==> src/rtl/frame_buf_sched_pkg.sv <==
// Shared definitions for the frame buffer ownership scheduler.
//   buf_state_t : per-buffer ownership state (FREE/WRITING/READY/READING)
//   wr_state_t  : capture-writer state (idle / writing a frame)
package frame_buf_sched_pkg;

  typedef enum logic [1:0] {
    BUF_FREE    = 2'd0,
    BUF_WRITING = 2'd1,
    BUF_READY   = 2'd2,
    BUF_READING = 2'd3
  } buf_state_t;

  typedef enum logic {
    W_IDLE   = 1'b0,
    W_ACTIVE = 1'b1
  } wr_state_t;

endpackage

==> src/rtl/buf_idx_fifo.sv <==
// Ready-frame FIFO of buffer indices, oldest entry at head0.
//   clki/reset     : clock, synchronous active-high clear
//   push/push_idx  : append an index behind the current contents
//   pop_a/pop_b    : independent pops; both together remove two entries
//   head0/head1    : oldest and second-oldest entries
//   count          : number of valid entries
// The pop count is applied before the push, so an entry pushed this cycle is
// never visible at head0/head1 until the next cycle.
module buf_idx_fifo #(
  parameter int unsigned DEPTH     = 2,
  parameter int unsigned IDX_WIDTH = 2,
  parameter int unsigned CNT_WIDTH = 3
) (
  input  logic                 clki,
  input  logic                 reset,
  input  logic                 push,
  input  logic [IDX_WIDTH-1:0] push_idx,
  input  logic                 pop_a,
  input  logic                 pop_b,
  output logic [IDX_WIDTH-1:0] head0,
  output logic [IDX_WIDTH-1:0] head1,
  output logic [CNT_WIDTH-1:0] count
);

  localparam int unsigned MW = DEPTH * IDX_WIDTH;
  localparam logic [MW-1:0] SLOT_MASK = MW'((1 << IDX_WIDTH) - 1);

  logic [MW-1:0]        mem_q, mem_n;
  logic [CNT_WIDTH-1:0] count_q, count_n, npop, wpos;

  // Entries live packed at the low end; a pop is a right shift, which keeps
  // every slot above count zero.
  always_comb begin
    npop    = CNT_WIDTH'(pop_a) + CNT_WIDTH'(pop_b);
    wpos    = count_q - npop;
    mem_n   = mem_q >> (npop * IDX_WIDTH);
    count_n = wpos;
    if (push) begin
      mem_n   = (mem_n & ~(SLOT_MASK << (wpos * IDX_WIDTH)))
              | (MW'(push_idx) << (wpos * IDX_WIDTH));
      count_n = wpos + 1'b1;
    end
  end

  always_ff @(posedge clki) begin
    if (reset) begin
      mem_q   <= '0;
      count_q <= '0;
    end else begin
      mem_q   <= mem_n;
      count_q <= count_n;
    end
  end

  assign head0 = mem_q[IDX_WIDTH-1:0];
  assign head1 = mem_q[2*IDX_WIDTH-1:IDX_WIDTH];
  assign count = count_q;

endmodule

==> src/rtl/frame_buf_sched.sv <==
// Ownership scheduler for a multi-buffer frame store with one capture writer
// and one DI-bus reader.
//   clki, reset, enable            : clock, sync reset, soft clear (counters kept)
//   wr_start/wr_end/wr_len/wr_abort: writer frame events
//   wr_grant/wr_buf                : buffer currently owned by the writer
//   rd_req                         : reader level request
//   rd_rdy/rd_buf/rd_len           : buffer owned by the reader and its length
//   ready_count                    : buffers waiting in the ready FIFO
//   frames_captured/frames_dropped : wrapping statistics
module frame_buf_sched
  import frame_buf_sched_pkg::*;
#(
  parameter int unsigned NUM_BUFS  = 2,
  parameter int unsigned IDX_WIDTH = 2,
  parameter int unsigned LEN_WIDTH = 22,
  parameter int unsigned OVERWRITE = 0
) (
  input  logic                 clki,
  input  logic                 reset,
  input  logic                 enable,
  input  logic                 wr_start,
  input  logic                 wr_end,
  input  logic [LEN_WIDTH-1:0] wr_len,
  input  logic                 wr_abort,
  output logic                 wr_grant,
  output logic [IDX_WIDTH-1:0] wr_buf,
  input  logic                 rd_req,
  output logic                 rd_rdy,
  output logic [IDX_WIDTH-1:0] rd_buf,
  output logic [LEN_WIDTH-1:0] rd_len,
  output logic [IDX_WIDTH:0]   ready_count,
  output logic [15:0]          frames_captured,
  output logic [15:0]          frames_dropped
);

  localparam int unsigned NSLOT     = 1 << IDX_WIDTH;
  localparam int unsigned CNT_WIDTH = IDX_WIDTH + 1;

  buf_state_t           bst_q [NSLOT];
  buf_state_t           bst_n [NSLOT];
  logic [LEN_WIDTH-1:0] len_q [NSLOT];
  wr_state_t            wst_q, wst_n;
  logic [IDX_WIDTH-1:0] wr_buf_q, wr_buf_n, rd_buf_q, rd_buf_n;
  logic [IDX_WIDTH-1:0] free_idx, alloc_idx, head0, head1;
  logic [LEN_WIDTH-1:0] rd_len_q, rd_len_n;
  logic [CNT_WIDTH-1:0] fifo_count;
  logic                 rd_rdy_q, rd_rdy_n;
  logic                 end_ev, abort_ev, writer_free, free_found, alloc;
  logic                 rd_grant, rd_release, ow_pop, drop_ev, clear;

  assign clear = reset | ~enable;

  buf_idx_fifo #(
    .DEPTH     (NUM_BUFS),
    .IDX_WIDTH (IDX_WIDTH),
    .CNT_WIDTH (CNT_WIDTH)
  ) u_ready_fifo (
    .clki     (clki),
    .reset    (clear),
    .push     (end_ev),
    .push_idx (wr_buf_q),
    .pop_a    (rd_grant),
    .pop_b    (ow_pop),
    .head0    (head0),
    .head1    (head1),
    .count    (fifo_count)
  );

  always_comb begin
    bst_n      = bst_q;
    wst_n      = wst_q;
    wr_buf_n   = wr_buf_q;
    rd_rdy_n   = rd_rdy_q;
    rd_buf_n   = rd_buf_q;
    rd_len_n   = rd_len_q;
    free_found = 1'b0;
    free_idx   = '0;
    alloc      = 1'b0;
    alloc_idx  = '0;
    ow_pop     = 1'b0;
    drop_ev    = 1'b0;

    end_ev   = (wst_q == W_ACTIVE) && wr_end;
    abort_ev = (wst_q == W_ACTIVE) && wr_abort && !wr_end;
    if (end_ev)   bst_n[wr_buf_q] = BUF_READY;
    if (abort_ev) bst_n[wr_buf_q] = BUF_FREE;
    if (end_ev || abort_ev) wst_n = W_IDLE;
    writer_free = (wst_q == W_IDLE) || end_ev || abort_ev;

    // Lowest FREE index, searched after end/abort so a just-finished buffer
    // (now READY) is excluded.
    for (int unsigned i = NUM_BUFS; i > 0; i--) begin
      if (bst_n[i-1] == BUF_FREE) begin
        free_found = 1'b1;
        free_idx   = IDX_WIDTH'(i - 1);
      end
    end

    rd_grant   = rd_req && !rd_rdy_q && (fifo_count != '0);
    rd_release = !rd_req && rd_rdy_q;

    // Overwrite only sees entries present before this cycle's push; when the
    // reader also pops, the writer takes the second-oldest entry.
    if (wr_start) begin
      if (!writer_free) begin
        drop_ev = 1'b1;
      end else if (free_found) begin
        alloc     = 1'b1;
        alloc_idx = free_idx;
      end else if ((OVERWRITE != 0) && (fifo_count > CNT_WIDTH'(rd_grant))) begin
        ow_pop    = 1'b1;
        drop_ev   = 1'b1;
        alloc     = 1'b1;
        alloc_idx = rd_grant ? head1 : head0;
      end else begin
        drop_ev = 1'b1;
      end
    end

    if (alloc) begin
      bst_n[alloc_idx] = BUF_WRITING;
      wst_n            = W_ACTIVE;
      wr_buf_n         = alloc_idx;
    end

    if (rd_grant) begin
      bst_n[head0] = BUF_READING;
      rd_rdy_n     = 1'b1;
      rd_buf_n     = head0;
      rd_len_n     = len_q[head0];
    end

    if (rd_release) begin
      bst_n[rd_buf_q] = BUF_FREE;
      rd_rdy_n        = 1'b0;
    end
  end

  always_ff @(posedge clki) begin
    if (clear) begin
      wst_q    <= W_IDLE;
      wr_buf_q <= '0;
      rd_rdy_q <= 1'b0;
      rd_buf_q <= '0;
      rd_len_q <= '0;
      for (int unsigned i = 0; i < NSLOT; i++) bst_q[i] <= BUF_FREE;
    end else begin
      wst_q    <= wst_n;
      wr_buf_q <= wr_buf_n;
      rd_rdy_q <= rd_rdy_n;
      rd_buf_q <= rd_buf_n;
      rd_len_q <= rd_len_n;
      bst_q    <= bst_n;
    end
  end

  always_ff @(posedge clki) begin
    if (enable && end_ev) len_q[wr_buf_q] <= wr_len;
  end

  always_ff @(posedge clki) begin
    if (reset) begin
      frames_captured <= '0;
      frames_dropped  <= '0;
    end else if (enable) begin
      frames_captured <= frames_captured + 16'(end_ev);
      frames_dropped  <= frames_dropped + 16'(drop_ev);
    end
  end

  assign wr_grant    = (wst_q == W_ACTIVE);
  assign wr_buf      = wr_buf_q;
  assign rd_rdy      = rd_rdy_q;
  assign rd_buf      = rd_buf_q;
  assign rd_len      = rd_len_q;
  assign ready_count = fifo_count;

endmodule

==> config.mk <==
export PLATFORM = sky130hd
export DESIGN_NAME = frame_buf_sched
export DESIGN_NICKNAME = d
export VERILOG_FILES = /design/src/rtl/frame_buf_sched_pkg.sv /design/src/rtl/buf_idx_fifo.sv /design/src/rtl/frame_buf_sched.sv
export SDC_FILE = /design/constraint.sdc
export NUM_CORES = 1
export LEC_CHECK = 0
export BUFFER_PORTS_ARGS = -buffer_cell sky130_fd_sc_hd__buf_4
export CORE_ASPECT_RATIO = 0.9
export CORE_MARGIN = 2
export CORE_UTILIZATION = 45
export CTS_BUF_LIST = sky130_fd_sc_hd__clkbuf_2 sky130_fd_sc_hd__clkbuf_4 sky130_fd_sc_hd__clkbuf_8
export DETAILED_ROUTE_END_ITERATION = 10
export HOLD_SLACK_MARGIN = 0.02
export PLACE_DENSITY = 0.64
export SETUP_SLACK_MARGIN = 0.3
export SYNTH_ARGS = -nofsm -noshare
export SYNTH_HDL_FRONTEND = slang
export SYNTH_HIERARCHICAL = 1
export SYNTH_SLANG_ARGS = --single-unit
==> constraint.sdc <==
create_clock -name clki -period 7.51 [get_ports clki]
set_clock_uncertainty 0.15 [all_clocks]
set_input_delay 1.502 -clock clki [delete_from_list [all_inputs] [get_ports clki]]
set_output_delay 1.502 -clock clki [all_outputs]
set_load 0.01 [all_outputs]
# [Word level (Yosys, flattened, before mapping)]
# Memories as Yosys holds them, arrays and structs flattened. A register that Yosys moved wholly into a read port is not among the register bits.
# Cells that the tools add are included.
[word_totals] register_bits=53 mem_bits_rw=88 in_bits=29 output_inout_bits=63 word_cells=103 n_memories=1
[mem_list] name="len_q" depth=4 word_bits=22 rd=1 rd_ports_with_merged_regs=1 write_ports=1 line_no="frame_buf_sched.sv:41" source="logic [LEN_WIDTH-1:0] len_q [NSLOT];"
[op_classes] add_sub_neg=4 order_cmp=8 shift=3 n_mux=32 bitwise_logic=21 reduce_logical=22
[ops] operator="$mux 8" n=5
[ops] operator="$add 16x1->16" n=2
[ops] operator="$and 8x8->8" n=2
[ops] operator="$demux 2 s2" n=4
[ops] operator="$mux 2" n=8
[ops] operator="$not 8->8" n=2
[ops] operator="$mux 1" n=13
[ops] operator="$and 4x4->4" n=3
[ops] operator="$ge 3x3->1 const B" n=4
[ops] operator="$lt 3x1->1 const B" n=4
[ops] operator="$not 2->3" n=4
[ops] operator="$not 4->4" n=3
[ops] operator="$or 4x4->4" n=3
[ops] operator="$logic_and 1x1->1" n=11
[ops] operator="$or 8x8->8" n=1
[ops] operator="$logic_not 2->1" n=2
[ops] operator="$mux 4" n=1
[ops] operator="$shl 2x4->4" n=1
[ops] operator="$shl 2x4->4 const A" n=1
[ops] operator="$shr 4x2->4" n=1
[ops] operator="$add 3x1->3 const B" n=1
[ops] operator="$logic_not 1->1" n=3
[ops] operator="$logic_or 1x1->1" n=3
[ops] operator="$mux 3" n=1
[ops] operator="6 further kinds" n=7

# [Longest topological paths before layout]
# Gate-level depths: netlist (run 1).
[logic_depth] word_depth=28 mapped_depth=12 depth_no_buf=10

# [Hierarchy]
# The synthesis (run 1) kept the hierarchy.
[modules_own_cells] module="frame_buf_sched" n_inst=1 cells_per_inst=360 area_each_um2=4207.8 seq_area_each_um2=2582.5
[modules_own_cells] module="buf_idx_fifo" n_inst=1 cells_per_inst=47 area_each_um2=422.9 seq_area_each_um2=140.1

# [Least setup slack after synthesis (run 1)]
# Ideal clock, no wire load.
[synth_path] path_type="input to register" from="input rd_req" to="register u_ready_fifo.mem_q[2]" setup_time_ns=0.128 t_arrival_ns=3.617 required_ns=7.232 slack_ns=3.615 stages=10 n_path_buf=2 cell_sequence="and3b_1 -> clkbuf_1 -> clkbuf_1 -> ha_1 -> ha_1 -> inv_1 -> fa_1 -> or3b_1 -> o211ai_1 -> a21oi_1"
[synth_via] elab_chain_cells=8 elab_cells_between_ends=10 cone_classes="1 x add/sub; 3 x shift; 1 x mux; 3 x bitwise; 2 x reduce/logical"
[synth_lines] element="start: declaration" line_no="frame_buf_sched.sv:27" source="input logic rd_req,"
[synth_lines] element="$logic_and 1x1->1 * (2 in a row)" line_no="frame_buf_sched.sv:99" source="rd_grant = rd_req && !rd_rdy_q && (fifo_count != '0);"
[synth_lines] element="net rd_grant" line_no="frame_buf_sched.sv:49" source="logic rd_grant, rd_release, ow_pop, drop_ev, clear;"
[synth_lines] element="$sub 3x1->3" line_no="buf_idx_fifo.sv:35" source="wpos = count_q - npop;"
[synth_lines] element="$shl 2x4->4" line_no="buf_idx_fifo.sv:39" source="mem_n = (mem_n & ~(SLOT_MASK << (wpos * IDX_WIDTH)))"
[synth_lines] element="$not 4->4" line_no="buf_idx_fifo.sv:39"
[synth_lines] element="$and 4x4->4" line_no="buf_idx_fifo.sv:39"
[synth_lines] element="$or 4x4->4" line_no="buf_idx_fifo.sv:40" source="| (MW'(push_idx) << (wpos * IDX_WIDTH));"
[synth_lines] element="$mux 4 *" line_no="buf_idx_fifo.sv:38" source="if (push) begin"
[synth_lines] element="end signal: assignment" line_no="buf_idx_fifo.sv:50" source="mem_q <= mem_n;"
[synth_lines] element="end: declaration" line_no="buf_idx_fifo.sv:28" source="logic [MW-1:0] mem_q, mem_n;"
# The timed path passes the listed nets; every way through them passes the cells marked *.
# A chain may end at the register's enable or synchronous reset.

# [Final worst setup path (run 1)]
[layout_path] from="input rd_req" to="register u_ready_fifo.mem_q[2]"
[layout_via] elab_chain_cells=8 elab_cells_between_ends=10 cone_classes="1 x add/sub; 3 x shift; 1 x mux; 3 x bitwise; 2 x reduce/logical"
[layout_lines] element="$logic_and 1x1->1 * (2 in a row)" line_no="frame_buf_sched.sv:99"
[layout_lines] element="$sub 3x1->3" line_no="buf_idx_fifo.sv:35"
[layout_lines] element="$shl 2x4->4" line_no="buf_idx_fifo.sv:39"
[layout_lines] element="$not 4->4" line_no="buf_idx_fifo.sv:39"
[layout_lines] element="$and 4x4->4" line_no="buf_idx_fifo.sv:39"
[layout_lines] element="$or 4x4->4" line_no="buf_idx_fifo.sv:40"
[layout_lines] element="$mux 4 *" line_no="buf_idx_fifo.sv:38"
# Every way passes the cells marked *; elsewhere a longest branch is shown, timed or not.

==> results of run 1 <==
registers in the layout (all words and copies together) (netlist names):
register / flops
bst_q: 4
frames_captured: 16
frames_dropped: 16
len_q: 44
rd_buf: 2
rd_len: 22
rd_rdy: 1
u_ready_fifo/count: 3
u_ready_fifo/mem_q: 4
wr_buf: 1
wr_grant: 1
layer usage:
layer  GRT usage [%]  vias to the layer above
met5               0                        -
met4            6.44                        0
met3            4.95                       15
met2            28.4                       79
met1            21.6                     1550
li1                -                     1675
final cells by class:
| cell class | instances | share of cell area (%) |
|---|---|---|
| clock inverter | 15 | 2.75 |
| multi-input combinational | 270 | 31.0 |
| timing repair buffer | 92 | 11.9 |
| clock buffer | 17 | 4.05 |
| inverter | 6 | 0.389 |
| sequential | 114 | 47.1 |
| tap | 129 | 2.79 |
where the power goes:
group	total [uW]	leakage (uW)	internal, uW	switching [uW]
Sequential	668	0.000962	656	11.2
Combinational	140	0.00104	60.1	80.1
Clock	562	0.000193	277	285
Total	1370	0.00219	993	376
kinds of logic after synthesis:
group | count (synthesis) | synth area share, %
AOI/OAI and AO/OA | 58 | 8.54
buffers and inverters | 26 | 2.81
xor gates and xnor gates | 23 | 4.35
adders and majority gates | 8 | 2.32
muxes | 33 | 7.24
other | 1 | 0.0810
and+or+nand+nor | 144 | 15.9
DFF | 114 | 58.8
Yosys cell counts, drive strengths merged, types with 4 or more instances:
library cell	count	area (um2)
mux2	4	45.0
edfxtp	44	1320
clkbuf	11	52.5
xnor2	10	87.6
mux2i	29	290
nor2b	4	25.0
ha	7	87.6
nand3	14	70.1
nand2	17	63.8
buf	9	55.0
nor2	62	233
xor2	13	114
inv	5	18.8
and3	6	37.5
nand4	11	83.8
a31oi	4	25.0
or3	6	40.0
a21oi	9	45.0
a211oi	22	165
dfxtp	70	1400
o21ai	10	50.1
and4	4	37.5
o211ai	4	30.0
stage by stage:
step | hold slack [ns] | cell area, um2
floorplan | 0.309 | 4640
global placement | 0.311 | 5390
detailed placement | 0.327 | 5390
CTS | 0.344 | 5780
global route | 0.367 | 5780
finish | 0.341 | 5780
worst max-delay path, delay by kind of cell:
| family | cells | cell delay (ns) |
|---|---|---|
| buf+inv | 2 | 0.13 |
| compound gates | 2 | 0.30 |
| simple gates | 2 | 1.17 |
| fa+ha+maj | 3 | 1.02 |
path summary, 6_finish.rpt:
| kind | startpoint | endpoint | slack (ns) | cells past startpoint |
|---|---|---|---|---|
| worst max-delay path | rd_req | u_ready_fifo/mem_q[2] | 3.50 | 9 |
| worst min-delay path | bst_q[5] | bst_q[5] | 0.34 | 2 |
| worst max register to register | u_ready_fifo/count[1] | u_ready_fifo/mem_q[2] | 4.02 | 9 |
| worst min register to register | bst_q[5] | bst_q[5] | 0.34 | 2 |
==> impl_metrics.csv, run 1 <==
group,metric,value,unit
run_status,status,"finished clean",
worst_setup_path,cpMostUsedCell,"ha_1",
worst_setup_path,crit_arrival,4.13,ns
grt,grt_antenna_before_repair,0,
floorplanning,start_util,45.8,%
routing,via_per_inst,5.16,
timing,setup_viol,0,
clocking,numCtsBuffers,17,
synth,ys_ff_latch,114,
clocking,postCtsHoldBufs,0,
clocking,cts_setup_buffers,0,
timing,final_hold_viol_count,0,
power_and_ir_drop,power_density,237,nW/um2
final_layout,final_util,57.2,%
floorplanning,io_pins,92,
synth,synthFlopType,"dfxtp_1",
routing,drc_errors,0,
routing,drt-total-wl,9.19,mm
routing,wirelength_met1,4.32,mm
final_layout,nets,538,
run,maxCapViolations,0,
synth,synth_edf_count,44,
timing,fmax,249,MHz
clocking,htreeDepth,4,
worst_hold_path,worstHoldPathType,"register to register",
floorplanning,dieArea,11100,um2
clocking,root_buffer,"clkbuf_8",
grt,grt_pass1_wl,15.1,mm
power_and_ir_drop,p_leak,0.00219,uW
place,io_buffers,90,
clocking,cts_sinks,114,
clocking,cts_tree,"done",
worst_setup_path,crit_path_end_kind,"register",
worst_setup_path,max_stage_delay,0.76,ns
floorplanning,die_x,111,um
routing,routed-wl-met3,384,um
worst_setup_path,slowest_stage,"and3b_2",
final_layout,final_common_cell,"buf_4",
clocking,cts.path.max_buffers,2,
place,dp_hpwl,5.98,mm
routing,highest_layer,"met4",
floorplanning,fp.dieH,100,um
grt,track_usage,17.2,%
grt,grt_pass1_vias,3196,
timing,worst_pin_slew,1.08,ns
clocking,post_cts_resized,0,
floorplanning,rows,35,
worst_setup_path,crit_path_start_kind,"input pin",
synth,netlist_area,4630,um2
timing,layout_setup_ws,3.50,ns
routing,antenna_left,0,
worst_setup_path,critPathRequiredTime,7.63,ns
final_layout,antenna_cells,0,
routing,met2_length,4.34,mm
final_layout,multi_input_area,1790,um2
timing,setup_tns,0,ns
synth,synth.distinct_cells,52,
final_layout,regArea,2720,um2
grt,grt_max_degree,50,
routing,dr.pass1.iters,5,
timing,fin_crit_sh,53.4,%
power_and_ir_drop,power.total,1370,uW
routing,drt-wirelength-per-cell,14.3,um
grt,grt_overflow_total,0,
worst_setup_path,cp_cell_sequence,"buf_4 > and3b_2 > ha_1 > ha_1 > inv_1 > fa_1 > or3b_1 > o211ai_1 > a21oi_1",
synth,avgSynthCellArea,11.4,um2
power_and_ir_drop,ir_worst_vdd,142,uV
final_layout,drive_gt1_share,26.7,%
synth,yosysWarnings,6,
timing,maxSlewHeadroom,28.0,%
synth,ys_seq_area_share,58.8,%
place,routabilityCongestion,0.780,
place,pre_cts_slack,3.06,ns
synth,synthCells,407,
timing,rsz0062_at_grt,"false",
routing,num_vias,3319,
clocking,clkLatencyLatePin,0.42,ns
final_layout,area_growth,24.9,%
clocking,clkTransAtPathRegs,0.08,ns
timing,fin_crit,4.01,ns
timing,maxSlewViolCount,0,
routing,drtIter0Drc,116,
final_layout,final_cell_mix,"92 x buf_4, 70 x dfxtp_1, 61 x nor2_1, 44 x edfxtp_1, 29 x mux2i_1",
place,dp_cells,611,
floorplanning,core_area,10100,um2
synth,async_flop_share,0,%
final_layout,final_cells,643,
final_layout,num-fill-cells,849,
worst_setup_path,crit_type,"input pin to register",
worst_setup_path,path_max_fanout,49,
Note: power is estimated with default switching activity, not from simulation.
==> inputs of run 2 (changes only) <==
--- a/config.mk
+++ b/config.mk
@@ -5,6 +5,7 @@
 export SDC_FILE = /design/constraint.sdc
 export NUM_CORES = 1
 export LEC_CHECK = 0
+export ABC_AREA = 1
 export BUFFER_PORTS_ARGS = -buffer_cell sky130_fd_sc_hd__buf_4
 export CORE_ASPECT_RATIO = 0.9
 export CORE_MARGIN = 2
==> constraint.sdc (replaced) <==
create_clock -name clki -period 3.7 [get_ports clki]
set_clock_uncertainty 0.15 [all_clocks]
set_input_delay 0.74 -clock clki [delete_from_list [all_inputs] [get_ports clki]]
set_output_delay 0.74 -clock clki [all_outputs]
set_load 0.01 [all_outputs]
==> run 2 against run 1 <==
Net effect: cell count increased by 18%; clock power increased by 110%; synthesized cell count increased by 27%; routed wire length increased by 11%; design area increased by 2.5%; area after synthesis increased by 1.5%; first-iteration DRC count increased by 52%; non-clock buffer count increased by 3; total power increased by 110%; critical path depth increased by 2; utilization increased by 0.94 points; critical path type is now register to register; critical endpoint is now u_ready_fifo/count[1].
==> impl_metrics.csv, run 2 <==
group,metric,value,unit
run_status,status,"finished clean",
clocking,numCtsBuffers,17,
worst_hold_path,worstHoldPathType,"input pin to register",
power_and_ir_drop,power_density,478,nW/um2
final_layout,drive_gt1_share,26.3,%
grt,track_usage,19.0,%
timing,final_hold_viol_count,0,
floorplanning,io_pins,92,
synth,synthCells,515,
clocking,htreeDepth,4,
timing,fmax,380,MHz
power_and_ir_drop,power_frac_seq,47.5,%
timing,rsz0062_at_grt,"false",
final_layout,area_growth,26.1,%
floorplanning,die_x,112,um
synth,ys_seq_area_share,57.9,%
worst_hold_path,min_path_cells,1,
floorplanning,fp.dieH,101,um
timing,fin_crit_sh,71.0,%
synth,synth.distinct_cells,38,
final_layout,largest_reg_flops,44,
worst_setup_path,cp_cell_sequence,"nor2_1 > nand2_1 > nand2_2 > inv_1 > ha_1 > ha_1 > inv_1 > fa_1 > ha_1 > o21ai_0 > a21oi_1",
floorplanning,start_util,46.1,%
power_and_ir_drop,ir_worst_vdd,338,uV
grt,grt_pass1_vias,3555,
power_and_ir_drop,p_int,2120,uW
routing,num_vias,3766,
place,pre_cts_slack,0.724,ns
synth,synth_edf_count,44,
synth,avgSynthCellArea,9.13,um2
routing,drc_errors,0,
synth,yosysMostFrequentCell,"nand2_1",
clocking,root_buffer,"clkbuf_8",
grt,grt_pass1_wl,16.5,mm
grt,grt_overflow_total,0,
final_layout,final_cell_mix,"136 x nand2_1, 95 x buf_4, 70 x dfxtp_1, 47 x nor2_1",
place,io_buffers,90,
clocking,postCtsHoldBufs,0,
worst_setup_path,crit_arrival,2.81,ns
synth,synthFlopType,"dfxtp_1",
worst_setup_path,r2r_end,"u_ready_fifo/count[1]",
clocking,post_cts_resized,0,
worst_setup_path,crit_type,"register to register",
floorplanning,rows,35,
worst_setup_path,cpMostUsedCell,"ha_1",
worst_setup_path,ff2ff_setup_slack,1.07,ns
grt,grt_max_degree,26,
routing,dr.pass1.iters,4,
timing,setup_tns,0,ns
routing,antenna_left,0,
place,dp_hpwl,6.95,mm
synth,synth_top_cells_by_count,"136 x nand2_1, 70 x dfxtp_1, 49 x nor2_1, 44 x edfxtp_1, 44 x inv_1",
floorplanning,dieArea,11300,um2
clocking,clkTransAtPathRegs,0.07,ns
worst_setup_path,crit_family,"adder cells",
timing,layout_setup_ws,1.07,ns
power_and_ir_drop,power_frac_clock,42.3,%
grt,grt_antenna_before_repair,0,
timing,setup_viol,0,
synth,async_flop_share,0,%
synth,synth_area_leaders,"dfxtp_1 30%, edfxtp_1 28%, nand2_1 11%, nor2_1 3.9%, inv_1 3.5%",
worst_setup_path,critPathRequiredTime,3.88,ns
worst_setup_path,slowest_stage,"fa_1",
worst_hold_path,whs_endpoint,"len_q[0][4]",
timing,worst_pin_slew,0.640,ns
place,routabilityCongestion,0.766,
final_layout,top_register,"len_q",
worst_setup_path,worst-path-buf-inv,2,
synth,synth_top_area_share,29.8,%
power_and_ir_drop,p_leak,0.00239,uW
floorplanning,core_area,10200,um2
routing,drt-total-wl,10.2,mm
run,maxCapViolations,0,
synth,netlist_area,4700,um2
power_and_ir_drop,p_sw_share,25.4,%
power_and_ir_drop,switchingPower,720,uW
final_layout,num-fill-cells,905,
routing,drtIter0Drc,176,
clocking,cts_setup_buffers,0,
worst_setup_path,max_stage_delay,0.44,ns
clocking,cts_tree,"done",
clocking,cts_sinks,114,
worst_setup_path,reg2regPathDepth,11,
timing,maxSlewViolCount,0,
worst_setup_path,crit_path_start_kind,"register",
timing,maxSlewHeadroom,57.3,%
final_layout,antenna_cells,0,
worst_setup_path,path_max_fanout,7,
routing,via_per_inst,4.95,
final_layout,nets,656,
synth,yosysTopAreaCell,"dfxtp_1",
synth,yosysWarnings,6,
worst_setup_path,crit_path_end_kind,"register",
clocking,cts.path.max_buffers,2,
clocking,clkLatencyLatePin,0.44,ns
routing,drt-wirelength-per-cell,13.4,um
final_layout,final_common_cell,"nand2_1",
worst_hold_path,hold_start,"wr_len[4]",
synth,ys_ff_latch,114,
worst_setup_path,worstReg2RegStart,"u_ready_fifo/count[1]",
power_and_ir_drop,combPwrFrac,10.2,%
timing,fin_crit,2.63,ns
[run 2: cell types whose count changed after synthesis, sizes merged, moves of 12 or more]
cell / before / now
a31oi: 4 / 23
xor2: 13 / 1
mux2i: 29 / 0
nand2: 17 / 143
a211oi: 22 / 3
inv: 5 / 53
a21oi: 9 / 27
[run 2: worst max path at each step]
| stage | startpoint | end | slack (ns) | cells after the start |
|---|---|---|---|---|
| after global routing | u_ready_fifo/count[1] | u_ready_fifo/count[1] | 0.92 | 11 |
| after floorplan | rd_req | u_ready_fifo/count[1] | 0.87 | 11 |
| after CTS | u_ready_fifo/count[1] | u_ready_fifo/count[1] | 1.07 | 11 |
| after detailed placement | rd_req | u_ready_fifo/count[1] | 0.72 | 12 |
| final | u_ready_fifo/count[1] | u_ready_fifo/count[1] | 1.07 | 11 |
| after global placement | rd_req | u_ready_fifo/count[1] | 0.78 | 12 |
[run 2: through the flow]
step                utilization [%]  area [um2]  total power (uW)  hold WS, ns  cells
floorplan                         -        4710              1560        0.324    518
global placement               54.1        5520              1660        0.322    729
detailed placement             54.1        5520              1670        0.322    729
CTS                            58.1        5930              2860        0.303    761
global route                   58.1        5930              2960        0.296    761
finish                         58.1        5930              2840        0.329    761
[run 2: power by group through the flow]
stage | clock (uW) | combinational, uW | sequential, uW
2_1_floorplan | 0 | 182 | 1380
3_5_place_dp | 0 | 290 | 1380
4_1_cts | 1220 | 291 | 1350
5_1_grt | 1280 | 330 | 1350
3_3_place_gp | 0 | 280 | 1380
6_report | 1200 | 289 | 1350
[run 2: cell type report]
class / count / area, um2 / area share [%]
flip-flops and latches: 114 / 2720 / 45.9
repair buffers: 95 / 713 / 12.0
clock buffers: 18 / 248 / 4.18
multi-input cells: 334 / 1710 / 28.8
clock inverters: 14 / 160 / 2.70
well taps: 129 / 161 / 2.72
inverters: 57 / 216 / 3.65
[run 2: cell families after synthesis]
logic type                 Yosys count  share of synthesized area, %
and+or+nand+nor                    240                          23.6
buffers and inverters               70                          6.10
AOI/OAI and AO/OA                   81                          9.87
other                                1                        0.0798
adders and majority gates            8                          2.29
xor gates and xnor gates             1                         0.186
DFF                                114                          57.9
[run 2: per-layer routing]
layer,share of wire [%],track usage [%]
met2,47,30.0
met4,2.2,9.31
met1,46,23.3
met5,0,0
met3,5.2,6.92
==> inputs of run 3 (changes only) <==
==> constraint.sdc (replaced) <==
create_clock -name clki -period 2.5 [get_ports clki]
set_clock_uncertainty 0.15 [all_clocks]
set_input_delay 0.5 -clock clki [delete_from_list [all_inputs] [get_ports clki]]
set_output_delay 0.5 -clock clki [all_outputs]
set_load 0.01 [all_outputs]
==> run 3 against run 2 <==
Net effect: worst setup slack got worse by 0.78 ns; via count up 1.4%; die area did not move; critical path type unchanged; worst hold slack worse by 0.24 ns; utilization rose by 3.5 points; count of clock-buffer cells in the layout up 1; critical endpoint unchanged; cell count up 2.8%; fmax rose by 19%.
==> impl_metrics.csv, run 3 (synthesized netlist as in run 2, its figures left out) <==
group,metric,value,unit
run_status,status,"finished clean",
floorplanning,die_x,112,um
floorplanning,io_pins,92,
final_layout,final_common_cell,"nand2_1",
timing,fmax,453,MHz
final_layout,design_area,6290,um2
final_layout,regArea,2730,um2
power_and_ir_drop,power_density,684,nW/um2
place,pre_cts_slack,0.00556,ns
floorplanning,fp.dieH,101,um
grt,grt_antenna_before_repair,0,
timing,fin_crit_sh,88.4,%
worst_hold_path,whs_endpoint,"len_q[0][15]",
grt,track_usage,19.3,%
final_layout,area_growth,33.8,%
routing,num_vias,3819,
clocking,clkTransAtPathRegs,0.08,ns
clocking,numCtsBuffers,17,
final_layout,largest_reg_flops,44,
place,io_buffers,90,
timing,fin_crit,2.21,ns
floorplanning,dieArea,11300,um2
power_and_ir_drop,p_leak,0.00254,uW
place,dp_hpwl,6.87,mm
final_layout,drive_gt1_share,34.3,%
timing,final_hold_viol_count,0,
final_layout,nets,677,
worst_setup_path,path_max_fanout,2,
clocking,clkLatencyLatePin,0.43,ns
worst_setup_path,crit_type,"register to register",
routing,drt-total-wl,10.6,mm
worst_setup_path,ff2ff_setup_slack,0.29,ns
worst_setup_path,crit_arrival,2.42,ns
worst_setup_path,critPathRequiredTime,2.71,ns
grt,grt_overflow_total,0,
routing,dr.pass1.iters,5,
worst_hold_path,hold_start,"wr_len[15]",
run,maxCapViolations,0,
final_layout,final_util,61.6,%
timing,maxSlewViolCount,0,
worst_setup_path,r2r_end,"u_ready_fifo/count[1]",
worst_setup_path,crit_path_end_kind,"register",
grt,grt_max_degree,26,
routing,drc_errors,0,
clocking,cts.path.max_buffers,2,
final_layout,top_register,"len_q",
clocking,postCtsHoldBufs,0,
timing,rsz0062_at_grt,"true",
grt,grt_pass1_wl,16.9,mm
power_and_ir_drop,ir_worst_vdd,502,uV
place,placed_area,5610,um2
final_layout,num-fill-cells,894,
place,routabilityCongestion,0.825,
clocking,root_buffer,"clkbuf_8",
timing,maxSlewHeadroom,55.6,%
worst_setup_path,crit_path_start_kind,"register",
clocking,cts_tree,"done",
final_layout,antenna_cells,0,
final_layout,final_cell_mix,"126 x nand2_1, 108 x buf_4, 65 x dfxtp_1, 44 x edfxtp_1, 43 x nor2_1",
routing,via_per_inst,4.88,
timing,layout_setup_ws,0.290,ns
routing,drtIter0Drc,134,
timing,setup_viol,0,
routing,drt-wirelength-per-cell,13.5,um
grt,grt_pass1_vias,3642,
worst_hold_path,min_path_cells,1,
final_layout,multi_input_area,1870,um2
worst_setup_path,worstReg2RegStart,"u_ready_fifo/count[1]",
worst_setup_path,reg2regPathDepth,11,
timing,worst_pin_slew,0.665,ns
timing,setup_tns,0,ns
clocking,cts_sinks,114,
clocking,htreeDepth,4,
floorplanning,start_util,46.1,%
floorplanning,rows,35,
worst_hold_path,worstHoldPathType,"input pin to register",
routing,antenna_left,0,
floorplanning,core_area,10200,um2
run 3: cell type report:
class                           instances  area share (%)
Timing Repair Buffer                  116            14.3
Clock inverter                         13            2.19
Sequential cell                       114            43.5
Multi-Input combinational cell        334            29.7
Inverter                               57            3.74
Tap cell                              129            2.57
Clock buffer                           19            3.96
run 3: power by group:
| part | internal (uW) | switching [uW] | total [uW] |
|---|---|---|---|
| clock | 906 | 779 | 1690 |
| sequential | 1970 | 29.6 | 1990 |
| combinational | 290 | 329 | 619 |
| total | 3160 | 1140 | 4300 |
run 3: stage by stage:
stage | hold WS, ns | total power [uW] | std cells
3_5_place_dp | 0.331 | 2520 | 732
2_1_floorplan | 0.324 | 2350 | 518
4_1_cts | 0.0680 | 4270 | 778
3_3_place_gp | 0.328 | 2500 | 732
5_1_grt | 0.0567 | 4490 | 782
6_report | 0.0905 | 4300 | 782
run 3: worst max path at each step:
stage	start	end	slack, ns	cells after the start
2_1_floorplan	rd_req	u_ready_fifo/mem_q[2]	0.13	13
3_3_place_gp	rd_req	u_ready_fifo/mem_q[2]	0.05	14
3_5_place_dp	rd_req	u_ready_fifo/mem_q[2]	0.006	14
4_1_cts	wr_grant	frames_dropped[12]	0.29	15
5_1_grt	wr_grant	frames_dropped[15]	0.13	18
6_report	u_ready_fifo/count[1]	u_ready_fifo/count[1]	0.29	11
run 3: worst max-delay path: stages, from the launching register on:
cell and delay [ns]:
dfxtp_2 0.34, nor2_4 0.11, nand2_4 0.06, nand2_4 0.07
inv_4 0.04, ha_4 0.24, ha_4 0.15, inv_2 0.05
fa_2 0.49, ha_4 0.29, o21ai_1 0.05, a21oi_1 0.11
run 3: what timing repair did:
item / in CTS / in global routing
pin swaps: 10 / 18
buffers inserted: 14 / 4
gates resized for setup: 10 / 40
setup endpoints to repair: 18 / 19
run 3: metal layers:
layer	global-route usage (%)	vias up	routed length, um
met1	23.1	1780	4730
met4	7.12	0	98
li1	-	1959	-
met3	7.04	8	548
met5	0	-	0
met2	32.2	72	5200
